<file path="config.mk">
export PLATFORM = sky130hd
export DESIGN_NAME = dpi_flow_ctx_sched
export DESIGN_NICKNAME = d
export VERILOG_FILES = /design/src/rtl/dpi_flow_ctx_sched.sv
export SDC_FILE = /design/constraint.sdc
export NUM_CORES = 1
export LEC_CHECK = 0
export CAP_MARGIN = 20
export CELL_PAD_IN_SITES_DETAIL_PLACEMENT = 1
export CELL_PAD_IN_SITES_GLOBAL_PLACEMENT = 1
export CORE_AREA = 2 2 150 152
export CTS_BUF_LIST = sky130_fd_sc_hd__clkbuf_2 sky130_fd_sc_hd__clkbuf_4 sky130_fd_sc_hd__clkbuf_8
export CTS_CLUSTER_SIZE = 10
export DETAILED_ROUTE_END_ITERATION = 10
export DIE_AREA = 0 0 152 154
export PLACE_DENSITY_LB_ADDON = 0.2
export SYNTH_ARGS = -nofsm -noshare
export SYNTH_HDL_FRONTEND = slang
export SYNTH_SLANG_ARGS = --single-unit
</file>
<file path="constraint.sdc">
create_clock -name clk -period 3.25 [get_ports clk]
set_clock_uncertainty 0.05 [all_clocks]
set_input_delay 0.65 -clock clk [delete_from_list [all_inputs] [get_ports clk]]
set_output_delay 0.65 -clock clk [all_outputs]
set_load 0.02 [all_outputs]
</file>
<file path="src/rtl/dpi_flow_ctx_sched.sv">
// dpi_flow_ctx_sched
// Per-flow DFA context scheduler in front of a single regex matcher. It
// restores a flow's saved DFA state into the matcher at start of packet,
// streams the payload bytes, then writes the matcher's final state back to
// the context table and emits a per-packet match summary.
//
// Ports:
//   clk, rst_n          clock, synchronous active-low reset
//   pkt_*               framed payload input (vld/rdy handshake, sop/eop)
//   clr_vld/clr_flow    request to zero one flow's context, held until clr_ack
//   clr_ack             one-cycle pulse when the clear is performed
//   m_char*/m_state*    drive the matcher char and state-restore inputs
//   m_state_out         matcher current state, written back at end of packet
//   m_accept            matcher accept for the byte presented this cycle
//   res_*               one-cycle packet summary (flow, any-match, length)
module dpi_flow_ctx_sched #(
    parameter int FLOW_W  = 4,
    parameter int STATE_W = 11
) (
    input  logic               clk,
    input  logic               rst_n,
    input  logic               pkt_vld,
    input  logic               pkt_sop,
    input  logic               pkt_eop,
    input  logic [FLOW_W-1:0]  pkt_flow,
    input  logic [7:0]         pkt_byte,
    output logic               pkt_rdy,
    input  logic               clr_vld,
    input  logic [FLOW_W-1:0]  clr_flow,
    output logic               clr_ack,
    output logic [7:0]         m_char,
    output logic               m_char_vld,
    output logic [STATE_W-1:0] m_state,
    output logic               m_state_vld,
    input  logic [STATE_W-1:0] m_state_out,
    input  logic               m_accept,
    output logic               res_vld,
    output logic [FLOW_W-1:0]  res_flow,
    output logic               res_match,
    output logic [15:0]        res_len
);
    localparam int DEPTH = 1 << FLOW_W;

    typedef enum logic [2:0] {INIT, IDLE, LOAD, STREAM, SAVE} state_t;

    state_t             state;
    logic [STATE_W-1:0] ctx [DEPTH];
    logic [FLOW_W-1:0]  sweep;
    logic [FLOW_W-1:0]  flow;
    logic               acc_match;
    logic [15:0]        acc_len;
    logic [15:0]        len_nxt;
    logic               take;

    logic               wr_en;
    logic [FLOW_W-1:0]  wr_addr;
    logic [STATE_W-1:0] wr_data;

    // Handshake and matcher char path are combinational so a byte reaches
    // the matcher in the same cycle it is consumed.
    assign pkt_rdy    = (state == STREAM);
    assign take       = pkt_rdy && pkt_vld;
    assign m_char_vld = take;
    assign m_char     = pkt_rdy ? pkt_byte : 8'h00;
    // Ack is combinational so the requester sees it in the cycle the write
    // lands and can drop clr_vld before a second clear would be performed.
    assign clr_ack    = (state == IDLE) && clr_vld;

    assign len_nxt = (acc_len == 16'hFFFF) ? acc_len : acc_len + 16'd1;

    // Single table write port shared by the init sweep, clears and save-back.
    always_comb begin
        wr_en   = 1'b0;
        wr_addr = '0;
        wr_data = '0;
        if (rst_n) begin
            case (state)
                INIT: begin
                    wr_en   = 1'b1;
                    wr_addr = sweep;
                end
                IDLE: begin
                    wr_en   = clr_vld;
                    wr_addr = clr_flow;
                end
                SAVE: begin
                    wr_en   = 1'b1;
                    wr_addr = flow;
                    wr_data = m_state_out;
                end
                default: ;
            endcase
        end
    end

    always_ff @(posedge clk) begin
        if (wr_en) ctx[wr_addr] <= wr_data;
    end

    always_ff @(posedge clk) begin
        if (!rst_n) begin
            state       <= INIT;
            sweep       <= '0;
            flow        <= '0;
            acc_match   <= 1'b0;
            acc_len     <= '0;
            m_state     <= '0;
            m_state_vld <= 1'b0;
            res_vld     <= 1'b0;
            res_flow    <= '0;
            res_match   <= 1'b0;
            res_len     <= '0;
        end else begin
            m_state_vld <= 1'b0;
            res_vld     <= 1'b0;
            case (state)
                INIT: begin
                    sweep <= sweep + 1'b1;
                    if (&sweep) state <= IDLE;
                end
                IDLE: begin
                    // No table write happens on a sop-accept cycle (clear
                    // wins), so reading ctx here equals the LOAD-cycle value.
                    if (!clr_vld && pkt_vld && pkt_sop) begin
                        flow        <= pkt_flow;
                        acc_match   <= 1'b0;
                        acc_len     <= '0;
                        m_state     <= ctx[pkt_flow];
                        m_state_vld <= 1'b1;
                        state       <= LOAD;
                    end
                end
                LOAD: state <= STREAM;
                STREAM: begin
                    if (take) begin
                        acc_match <= acc_match | m_accept;
                        acc_len   <= len_nxt;
                        if (pkt_eop) begin
                            // Summary is registered here so it is valid in SAVE
                            // and already includes the eop byte.
                            res_vld   <= 1'b1;
                            res_flow  <= flow;
                            res_match <= acc_match | m_accept;
                            res_len   <= len_nxt;
                            state     <= SAVE;
                        end
                    end
                end
                SAVE:    state <= IDLE;
                default: state <= INIT;
            endcase
        end
    end
endmodule

</file>
Word level (Yosys, flattened, before mapping)
Memories as Yosys holds them, arrays and structs flattened. A register that Yosys moved wholly into a read port is not among the register bits.
Index checks and enable logic that the tools add are counted.
{"block": "word_totals", "n_memories": 1, "register_bits": 51, "wordCells": 62, "inputBits": 34, "mem_bits_rw": 176, "output_inout_bits": 45}
{"name": "ctx", "depth": 16, "width": 11, "read_ports": 1, "rd_ports_with_merged_regs": 1, "wr": 1, "line": "47", "rtl": "logic [STATE_W-1:0] ctx [DEPTH];"}
{"block": "op_classes", "n_eq_ne": 9, "n_addsub": 2, "reduce_logical": 16, "muxes": 23, "n_bitwise": 1}
{"op": "16-bit two-way mux", "count": 3}
{"op": "16-bit case mux with 2 select lines", "count": 1}
{"op": "11-bit two-way mux", "count": 2}
{"op": "16-bit by 1-bit adder with 16-bit output, second input constant", "count": 1}
{"op": "16-bit == test, second input constant", "count": 1}
{"op": "3-bit case mux with 5 select lines", "count": 1}
{"op": "3-bit two-way mux", "count": 4}
{"op": "4-bit case mux with 3 select lines", "count": 1}
{"op": "3-bit AND reduction", "count": 3}
{"op": "8-bit two-way mux", "count": 1}
{"op": "4-bit AND reduction", "count": 2}
{"op": "1-bit two-way mux", "count": 7}
{"op": "3-bit by 2-bit == test with 1-bit output, second input constant", "count": 2}
{"op": "4-bit by 1-bit adder with 4-bit output, second input constant", "count": 1}
{"op": "1-bit logical AND", "count": 4}
{"op": "4-bit two-way mux", "count": 1}
{"op": "2-bit by 1-bit != test with 1-bit output, second input constant", "count": 2}
{"op": "2-bit != test, second input constant", "count": 2}
{"op": "1-bit case mux with 2 select lines", "count": 2}
{"op": "2-bit AND reduction", "count": 2}
{"op": "3-bit by 1-bit == test with 1-bit output, second input constant", "count": 1}
{"op": "3-bit == test, second input constant", "count": 1}
{"op": "3-bit logical NOT", "count": 1}
{"op": "1-bit logical NOT", "count": 2}
{"op": "3 further kinds", "count": 3}

Longest topological paths before layout
{"block": "logic_depth", "word_depth": 6, "depth_mapped": 6}

Least setup slack after synthesis
Ideal clock, no wire load.
{"block": "synth_path", "kind": "input to register", "startpoint": "input port rst_n", "endpoint": "memory ctx[10][0], enable pin", "path_slack_ns": 0.327, "setup_time_ns": 0.408, "arrival_time_ns": 2.465, "path_stages": 5, "path_buffers": 1, "cell_sequence": "buf_2 -> nand2b_1 -> a21oi_1 -> nand4b_1 -> nor4_1"}
{"block": "synth_via", "elab_chain_cells": 3}
{"element": "from (decl)", "line": "21", "rtl": "input logic rst_n,"}
{"element": "1-bit two-way mux", "line": "76", "rtl": "if (rst_n) begin"}
{"element": "1-bit two-way mux", "line": "97", "rtl": "if (wr_en) ctx[wr_addr] <= wr_data;"}
{"element": "1-bit two-way mux (implied by the code)", "line": "97"}
{"element": "to (decl)", "line": "47"}
Parallel ways exist; a longest one is shown, timed or not.

Worst setup path in the final report
{"block": "layout_path", "startpoint": "register state[1]", "endpoint": "output port m_char[6]"}
{"block": "layout_via", "elab_chain_cells": 2}
{"element": "from (decl)", "line": "46", "rtl": "state_t state;"}
{"element": "from (signal assigned)", "line": "102", "rtl": "state <= INIT;"}
{"element": "from (signal assigned)", "line": "119", "rtl": "if (&sweep) state <= IDLE;"}
{"element": "from (signal assigned)", "line": "130", "rtl": "state <= LOAD;"}
{"element": "3-bit by 2-bit == test with 1-bit output", "line": "61", "rtl": "assign pkt_rdy = (state == STREAM);"}
{"element": "8-bit two-way mux", "line": "64", "rtl": "assign m_char = pkt_rdy ? pkt_byte : 8'h00;"}
{"element": "to (decl)", "line": "31", "rtl": "output logic [7:0] m_char,"}
Every way passes these cells.

==> flow_metrics.tcl <==
set metrics [dict create \
    status "completed" \
    worst_slew_pin_slew_ps 899 \
    grt_start_max_net_pins 46 \
    num_vias 6216 \
    postSynthCellCount 662 \
    grt_pass1_wl_um 38400 \
    core-area_mm2 0.0217 \
    clock_sinks 238 \
    maxCapViolCount 0 \
    ys_warn_count 0 \
    clk_pin_slew_worst_paths_ps 60 \
    syn_to_final_growth_pct 19.7 \
    std_cell_rows 54 \
    start_kind "flop" \
    peakVddDrop_mv 0.375 \
    p_leak_nw 3.63 \
    ys_seq_area_share_pct 65.7 \
    cp_max_fo 9 \
    drive_above_1_share_pct 20.8 \
    gp_congestion 0.757 \
    synthTopCellsByArea "edfxtp_1 (53%), dfxtp_1 (13%), mux4_2 (10%), mux2i_1 (3.2%), and2_1 (1.6%)" \
    fin_tns_setup_ps 0 \
    powerDensity_mw_per_mm2 509 \
    nets 804 \
    dr.first_iter.drc_count 348 \
    ctsHtreeMaxLevel 2 \
    ant_nets 0 \
    max-slew-margin-rel_pct 39.4 \
    design.die.area_mm2 0.0234 \
    cts_root_buf "clkbuf_8" \
    die_w_um 152 \
    dr.pass1.iters 4 \
    min_path_type "flop to flop" \
    cts_tree "yes" \
    setup_viol 0 \
    yosysTopAreaCellShare_pct 53.2 \
    synthFlopType "edfxtp_1" \
    hold_viol_final 0 \
    die_h_um 154 \
    drc_errors 0 \
    numCtsBuffers 40 \
    grt_pass1_vias 6712 \
    ys_async_sr_fraction_pct 0 \
    ios 79 \
    fin_crit_sh_pct 91.8 \
    cts.repair.resized 1 \
    antenna_found_initial 0 \
    drt-total-wl_um 24400 \
    place_hpwl_um 15800 \
    postCtsSetupRepairBufs 0 \
    final-max-slew-violation-count 0 \
    port_buffers 78 \
    period_needed_ps 2980 \
    critPathArrivalTime_ps 2280 \
    end_kind "primary output" \
    synthesis.nets 698 \
    max_freq_mhz 335 \
    worstSkewPairLatency_ps 560 \
    worstPathRequired_ps 2550 \
    grt_usage_pct 21.1 \
    path_cells "inv_1 -> nor3b_2 -> and2_1 -> clkdlybuf4s50_1" \
    ys_ff_latch 238 \
    avgSynthCellArea_um2 15.0 \
    synth_top_area_cell "edfxtp_1" \
    start_util_pct 45.8 \
    rsz0062_at_grt "no" \
    final.fill_count 2102 \
    cpLargestDelayFamily "buffers and inverters" \
    num_antenna_cells 0 \
    fin_util_pct 54.8 \
    synth-edff-count 176 \
    critPathKind "flop to primary output" \
    viasPerCell 5.78 \
    path_buf_inv 2 \
    syn_area_mm2 0.00993 \
    wl_per_cell_um 22.7 \
    cp_slowest_stage_delay_ps 630 \
    synthDistinctLibCells 59 \
    overflow 0 \
    cts_buffer_depth 3 \
    cp_slowest_cell "clkdlybuf4s50_1" \
    hold_buffers 0 \
]
[placed cells by master (no fill, tap or decap), drive strengths merged, types with 9 or more instances in the layout]
cell type,count
dfxtp,62
o221ai,11
and2,25
inv,9
nand4,13
nor4,14
clkbuf,58
buf,33
a21oi,19
edfxtp,176
mux2i,32
nor3,13
clkdlybuf4s50,76
mux4,44
o21ai,24
a31oi,20
nand2,41
nand3,27
nor2,20
clkinv,9
[cell usage after synthesis (5+ instances only)]
master and count:
nand2_1 41, nor2_1 20, nand3_1 26, nor3_1 12, buf_2 16, dfxtp_1 62, o221ai_1 11, nand4_1 12
edfxtp_1 176, inv_1 8, a31oi_1 20, mux2i_1 32, and3_1 7, o21ai_0 23, a21oi_1 18, o211ai_1 7
mux4_2 44, buf_4 5, nor4_1 7, clkbuf_1 12, buf_1 7, or3_1 6, and2_1 25
[registers in the layout, summed over array words and instances, names as in the netlist]
register / cells
res_match: 1
res_flow: 4
res_vld: 1
acc_match: 1
m_state: 11
m_state_vld: 1
state: 3
ctx: 176
acc_len: 16
flow: 4
sweep: 4
res_len: 16
[cell families (layout without fill, tap and decap cells)]
logic type | count (synthesis) | in the layout | share of synthesized area, %
multiplexers | 76 | 76 | 13.2
XOR/XNOR | 6 | 6 | 0.529
AND/OR/NAND/NOR | 187 | 187 | 11.2
adder cells (fa/ha/maj) | 2 | 2 | 0.252
flip-flops | 238 | 238 | 65.7
AO/OA/AOI/OAI | 100 | 100 | 6.55
buffers and inverters | 53 | 186 | 2.52
[per-layer routing]
metal,GRT usage [%],wire (um),vias to the layer above
met2,36.6,12500,170
li1,-,-,2828
met1,27.2,10100,3183
met5,0,0,-
met4,6.45,448,0
met3,3.92,1420,35
[power by group]
group          leakage (nW)  internal (mW)  total, mW  switching [mW]
clock network         0.402           1.36       2.54            1.18
logic                  1.38          0.111      0.234           0.123
registers              1.84           3.26       3.27          0.0135
[worst reg2reg max path: stages, from the launching register on]
cell and delay (ps):
dfxtp_1 320, buf_4 240, mux2i_1 130, o21ai_0 440, nand2_1 360, nor4_2 350, buf_4 270
[cell type report]
cell class,instances,area [um^2],share of cell area (%)
clock buffer,58,686,5.77
clock inverter,11,72.6,0.611
inverter,8,30.0,0.253
multi-input combinational,371,3190,26.9
sequential,238,6530,54.9
tap,280,350,2.95
timing repair buffer,109,1030,8.65
[through the flow]
step           setup WS [ps]  std cells  hold WS, ps  instance area [um^2]  power (mW)
2_1_floorplan            327        662          395                  9930        3.47
3_3_place_gp             407       1006          396                 11100        3.56
3_5_place_dp             320       1006          407                 11100        3.57
4_1_cts                  235       1075          415                 11900        6.13
5_1_grt                  146       1075          439                 11900        6.27
6_report                 268       1075          410                 11900        6.05
[path summary, 6_finish.rpt]
check                   start     endpoint  slack (ps)  cells past startpoint
setup / recovery     state[1]    m_char[6]         270                      4
hold / removal    res_flow[3]  res_flow[3]         410                      2
hold reg to reg   res_flow[3]  res_flow[3]         410                      2
setup reg to reg     state[0]    ctx[9][2]         800                      6
Note: power is estimated with default switching activity, not from simulation.
